### src/rtl/prim_dsp_pkg.sv
// Shared DSP48E2 constants and a behavioural TWO24 ALU used by pipelined
// DSP primitives (add/sub lanes) built on a single slice.
package prim_dsp_pkg;

  localparam int DSP_LANE24 = 24;
  localparam int DSP_A_W    = 30;
  localparam int DSP_B_W    = 18;
  localparam int DSP_P_W    = 48;
  localparam int DSP_D_W    = 27;

  localparam logic [3:0] DSP_ALUMODE_SUB      = 4'b0011;
  localparam logic [8:0] DSP_OPMODE_C_PLUS_AB = 9'b000110011;

  // Post-adder in TWO24 SIMD mode: each 24-bit lane is independent, so no
  // carry/borrow crosses bit 24. Only the X = A:B, Z = C selection is modelled.
  function automatic logic [DSP_P_W-1:0] dsp_two24_alu(
    input logic [3:0]         alumode,
    input logic [8:0]         opmode,
    input logic [DSP_P_W-1:0] ab,
    input logic [DSP_P_W-1:0] c
  );
    logic [DSP_P_W-1:0] x;
    logic [DSP_P_W-1:0] zz;
    logic [DSP_P_W-1:0] p;
    logic               wy_zero;
    wy_zero = (opmode[8:7] == 2'b00) && (opmode[3:2] == 2'b00);
    x  = (opmode[1:0] == 2'b11) ? ab : '0;
    zz = (opmode[6:4] == 3'b011) ? c : '0;
    p  = '0;
    for (int l = 0; l < 2; l++) begin
      if (alumode == DSP_ALUMODE_SUB)
        p[l*DSP_LANE24 +: DSP_LANE24] = zz[l*DSP_LANE24 +: DSP_LANE24] - x[l*DSP_LANE24 +: DSP_LANE24];
      else
        p[l*DSP_LANE24 +: DSP_LANE24] = zz[l*DSP_LANE24 +: DSP_LANE24] + x[l*DSP_LANE24 +: DSP_LANE24];
    end
    return wy_zero ? p : '0;
  endfunction

endpackage

### src/rtl/dsp_pipe_ctrl.sv
// Valid/stall controller for a fixed-depth pipeline that freezes as a whole
// when its last stage holds a result the consumer will not take.
import prim_dsp_pkg::*;

module dsp_pipe_ctrl #(
  parameter int depth = 2
) (
  input  logic             clock,
  input  logic             reset,
  input  logic             in_valid,
  input  logic             out_ready,
  output logic             advance,
  output logic             in_ready,
  output logic [depth-1:0] stage_valid
);

  if (depth < 2) begin : g_depth_check
    $error("dsp_pipe_ctrl: depth must be at least 2");
  end

  logic [depth-1:0] valid_q;
  logic [depth-1:0] valid_d;

  // Handshake: a transfer happens on a rising edge where valid && ready.
  // in_ready is a pure function of out_ready and the last stage, no register.
  always_comb begin
    advance = !(valid_q[depth-1] && !out_ready);
    valid_d = valid_q;
    if (advance) valid_d = {valid_q[depth-2:0], in_valid};
  end

  always_ff @(posedge clock or posedge reset) begin
    if (reset) valid_q <= '0;
    else       valid_q <= valid_d;
  end

  assign in_ready    = advance;
  assign stage_valid = valid_q;

endmodule

### src/rtl/dsp_sub_v2_pipe.sv
// Two-lane SIMD subtractor (y = a - b, z = c - d) on one DSP48E2 in TWO24
// mode, with input and P registers and a valid/ready backpressure pipe.
import prim_dsp_pkg::*;

module dsp_sub_v2_pipe #(
  parameter int width = 16
) (
  input  logic             clock,
  input  logic             reset,
  input  logic             in_valid,
  output logic             in_ready,
  input  logic [width-1:0] a,
  input  logic [width-1:0] b,
  input  logic [width-1:0] c,
  input  logic [width-1:0] d,
  output logic             out_valid,
  input  logic             out_ready,
  output logic [width-1:0] y,
  output logic [width-1:0] z,
  output logic             borrow_y,
  output logic             borrow_z
);

  if (width < 1 || width > 23) begin : g_width_check
    $error("dsp_sub_v2_pipe: width must be in 1..23");
  end

  logic       advance;
  logic [1:0] stage_valid;

  dsp_pipe_ctrl #(.depth(2)) u_ctrl (
    .clock       (clock),
    .reset       (reset),
    .in_valid    (in_valid),
    .out_ready   (out_ready),
    .advance     (advance),
    .in_ready    (in_ready),
    .stage_valid (stage_valid)
  );

  // Minuends go to C, subtrahends to A:B; zero-extension leaves bit `width`
  // of each lane as the borrow.
  logic [DSP_P_W-1:0] c_pack;
  logic [DSP_P_W-1:0] ab_pack;
  assign c_pack  = {{(DSP_LANE24-width){1'b0}}, c, {(DSP_LANE24-width){1'b0}}, a};
  assign ab_pack = {{(DSP_LANE24-width){1'b0}}, d, {(DSP_LANE24-width){1'b0}}, b};

  logic [DSP_A_W-1:0] a_reg_q, a_reg_d;
  logic [DSP_B_W-1:0] b_reg_q, b_reg_d;
  logic [DSP_P_W-1:0] c_reg_q, c_reg_d;
  logic [DSP_P_W-1:0] p_q,     p_d;

  always_comb begin
    a_reg_d = a_reg_q;
    b_reg_d = b_reg_q;
    c_reg_d = c_reg_q;
    p_d     = p_q;
    if (advance) begin
      a_reg_d = ab_pack[DSP_P_W-1:DSP_B_W];
      b_reg_d = ab_pack[DSP_B_W-1:0];
      c_reg_d = c_pack;
      p_d     = dsp_two24_alu(DSP_ALUMODE_SUB, DSP_OPMODE_C_PLUS_AB, {a_reg_q, b_reg_q}, c_reg_q);
    end
  end

  // Slice registers (A2/B2/C/P) with their synchronous RST pins; results in
  // flight are discarded on reset because the valid bits clear asynchronously.
  always_ff @(posedge clock) begin
    if (reset) begin
      a_reg_q <= '0;
      b_reg_q <= '0;
      c_reg_q <= '0;
      p_q     <= '0;
    end else begin
      a_reg_q <= a_reg_d;
      b_reg_q <= b_reg_d;
      c_reg_q <= c_reg_d;
      p_q     <= p_d;
    end
  end

  assign out_valid = stage_valid[1];
  assign y         = p_q[width-1:0] & {width{stage_valid[1]}};
  assign borrow_y  = p_q[width] & stage_valid[1];
  assign z         = p_q[DSP_LANE24 +: width] & {width{stage_valid[1]}};
  assign borrow_z  = p_q[DSP_LANE24 + width] & stage_valid[1];

  logic unused_bits;
  assign unused_bits = ^{p_q, stage_valid[0]};

endmodule

### config.mk
export PLATFORM = sky130hd
export DESIGN_NAME = dsp_sub_v2_pipe
export DESIGN_NICKNAME = d
export VERILOG_FILES = /design/src/rtl/prim_dsp_pkg.sv /design/src/rtl/dsp_pipe_ctrl.sv /design/src/rtl/dsp_sub_v2_pipe.sv
export SDC_FILE = /design/constraint.sdc
export NUM_CORES = 1
export LEC_CHECK = 0
export CELL_PAD_IN_SITES_DETAIL_PLACEMENT = 1
export CELL_PAD_IN_SITES_GLOBAL_PLACEMENT = 1
export CORE_AREA = 2 2 115 117
export CTS_BUF_LIST = sky130_fd_sc_hd__clkbuf_4 sky130_fd_sc_hd__clkbuf_8
export CTS_CLUSTER_DIAMETER = 150
export CTS_CLUSTER_SIZE = 25
export DETAILED_ROUTE_END_ITERATION = 8
export DIE_AREA = 0 0 117 119
export GPL_TIMING_DRIVEN = 0
export PLACE_DENSITY_LB_ADDON = 0.1
export SYNTH_ARGS = -nofsm -noshare
export SYNTH_HDL_FRONTEND = slang
export SYNTH_SLANG_ARGS = --single-unit
### constraint.sdc
create_clock -name clock -period 6.5 [get_ports clock]
set_input_delay 1.625 -clock clock [delete_from_list [all_inputs] [get_ports clock]]
set_output_delay 1.625 -clock clock [all_outputs]
set_load 0.01 [all_outputs]
==> flow_metrics.env <==
export IMPL_instances_no_fill=980
export IMPL_finClkSkew_ps=11.0
export IMPL_grt_antenna_before_repair=0
export IMPL_path_cells="clkdlybuf4s50_1 > nor2b_1 > inv_1 > clkbuf_1 > clkbuf_1 > clkdlybuf4s50_1"
export IMPL_ys_ff_latch=100
export IMPL_synth_nets=787
export IMPL_final_cell_mix="nand2_1, clkdlybuf4s50_1, dfxtp_1"
export IMPL_yosysSeqAreaShare_pct=38.2
export IMPL_ant_nets=0
export IMPL_power_density_nw_per_um2=256
export IMPL_clock_sinks=100
export IMPL_fmax_mhz=178
export IMPL_die_h_um=119
export IMPL_hold_depth=2
export IMPL_boundaryPins=104
export IMPL_worstPathArrival_ps=4010
export IMPL_grt_pass1_vias=5238
export IMPL_first_pass_iters=4
export IMPL_syn_inst=685
export IMPL_dr_total_vias=5144
export IMPL_clockBufferDepth=2
export IMPL_dr_first_iter_drc_count=235
export IMPL_hold_buffers=0
export IMPL_cts_made_buffers=9
export IMPL_setup_violations=0
export IMPL_finalSetupTns_ps=0
export IMPL_slowest_stage="clkdlybuf4s50_1"
export IMPL_critPathMaxStageDelay_ps=650
export IMPL_fp_dieW_um=117
export IMPL_synthArstFlopShare_pct=2.00
export IMPL_synth_area_top_cells="dfxtp_1, nand2_1, a21oi_1"
export IMPL_finalHoldViolCount=0
export IMPL_synth_warnings=0
export IMPL_routedWlPerCell_um=16.6
export IMPL_gp_congestion=0.943
export IMPL_die_area_um2=13900
export IMPL_grt_overflow=0
export IMPL_port_buffers=103
export IMPL_antenna_cells=0
export IMPL_start_util_pct=40.9
export IMPL_synth_top_cell_by_area="dfxtp_1"
export IMPL_cts_tree="done"
export IMPL_path_max_fanout=10
export IMPL_clk_latency_ps=390
export IMPL_final_common_cell="nand2_1"
export IMPL_worstHoldPathType="register to register"
export IMPL_drv_cap=0
export IMPL_nets=901
export IMPL_ir_drop_uv=186
export IMPL_htree_levels=3
export IMPL_synth_avg_cell_area_um2=7.68
export IMPL_syn_cell_area_um2=5260
export IMPL_rsz0062_at_grt="no"
export IMPL_rows=42
export IMPL_p_leak_uw=0.00276
export IMPL_slew_headroom_pct=54.1
export IMPL_hpwl_mm=13.0
export IMPL_worstPathRequired_ps=4880
export IMPL_cts_resized=0
export IMPL_area_growth_syn_to_layout_pct=27.2
export IMPL_synth_cell_types=56
export IMPL_worst_pin_slew_ps=689
export IMPL_n_fill_cell=1614
export IMPL_r2r_cells=8
export IMPL_cts_clk_slew_worst_paths_ps=90
export IMPL_outcome="finished, final reports clean"
export IMPL_drive_gt1_share_pct=3.61
export IMPL_multi_input_area_um2=2940
export IMPL_dp_cells=964
export IMPL_synth_top_area_share_pct=37.3
export IMPL_path_class="primary input to primary output"
export IMPL_cp_start_kind="primary input"
export IMPL_core_um2=12900
export IMPL_fin_crit_sh_pct=86.7
export IMPL_drc=0
export IMPL_post_route_min_period_ps=5630
export IMPL_drv_slew=0
export IMPL_cts_root_buffer="clkbuf_8"
export IMPL_via_per_inst=5.25
export IMPL_post_cts_buffers=0
export IMPL_critPathCaptureType="primary output"
export IMPL_synthFlopType="dfxtp_1"
export IMPL_synth_enable_flop_cells=0
export IMPL_grt_start_max_net_pins=17
export IMPL_routed_wl_mm=16.3
export IMPL_grt_pass1_wl_mm=26.1
export IMPL_grtUsageTotal_pct=24.4
export IMPL_layout_area_seq_um2=2010
[cell families after synthesis]
group	count (synthesis)	share of synthesized area [%]
buf+inv	78	5.80
flops	100	38.2
compound gates	187	22.1
fa+ha+maj	34	8.37
simple gates	272	23.1
xor+xnor	13	2.16
mux	1	0.190
[area by class of cell]
class                           count  area share [%]
Multi-Input combinational cell    507            44.0
Sequential cell                   100            30.1
Tap cell                          176            3.29
Buffer                             38            2.32
Timing Repair Buffer              103            15.4
Inverter                           40            2.24
Clock inverter                      5           0.542
Clock buffer                       11            2.17
[where the power goes]
part	leakage, µW	internal, µW	switching, µW
Combinational	0.00184	276	326
Clock	0.0000854	155	227
Sequential	0.000836	688	42.6
[routing by layer]
| metal | wire [µm] | GRT usage, % | up-vias |
|---|---|---|---|
| met3 | 787 | 5.24 | 18 |
| met5 | 0 | 0 | - |
| li1 | - | - | 2539 |
| met2 | 7540 | 38.9 | 120 |
| met4 | 208 | 5.44 | 0 |
| met1 | 7730 | 33.7 | 2467 |
[path summary, 6_finish.rpt]
check / startpoint / end / slack [ps]
hold reg to reg: p_q[40] / p_q[40] / 450
max in group asynchronous: reset / u_ctrl.stage_valid[0] / 4840
min in group asynchronous: reset / u_ctrl.stage_valid[1] / 1500
hold / removal: p_q[40] / p_q[40] / 450
setup reg to reg: b_reg_q[4] / p_q[12] / 3980
setup / recovery: out_ready / in_ready / 870
[registers in the layout, summed over array words and instances, names as in the netlist]
| signal | flops |
|---|---|
| a_reg_q | 16 |
| b_reg_q | 16 |
| c_reg_q | 32 |
| u_ctrl.stage_valid | 2 |
| p_q | 34 |
[worst max-delay path, delay by kind of cell]
family,cells,cell delay [ps]
buffers and inverters,5,2270
AND/OR/NAND/NOR,1,110
[Yosys cell counts (3+ instances only)]
library cell and number:
nand4_1 3, xnor2_1 3, nor2b_1 9, o21a_1 8, nand3_1 8, nand2_1 169
nor3_1 6, xor2_1 10, and2_1 35, o211ai_1 3, ha_1 32, or3_1 8
and3_1 4, a32o_1 5, a211oi_1 8, inv_1 40, clkbuf_1 35, dfxtp_1 98
nor2_1 22, a21oi_1 94, o21ai_0 29, a21o_1 14
[through the flow]
stage	hold slack (ps)	worst slack [ps]	util [%]	total power [µW]	instance area (µm²)
after floorplan	415	2520	-	1110	5260
after global placement	429	868	50.6	1320	6510
after detailed placement	433	849	50.6	1340	6510
after CTS	447	833	52.0	1730	6690
after global routing	470	691	52.0	1830	6690
final	449	867	52.0	1710	6690
Note: power is estimated with default switching activity, not from simulation.
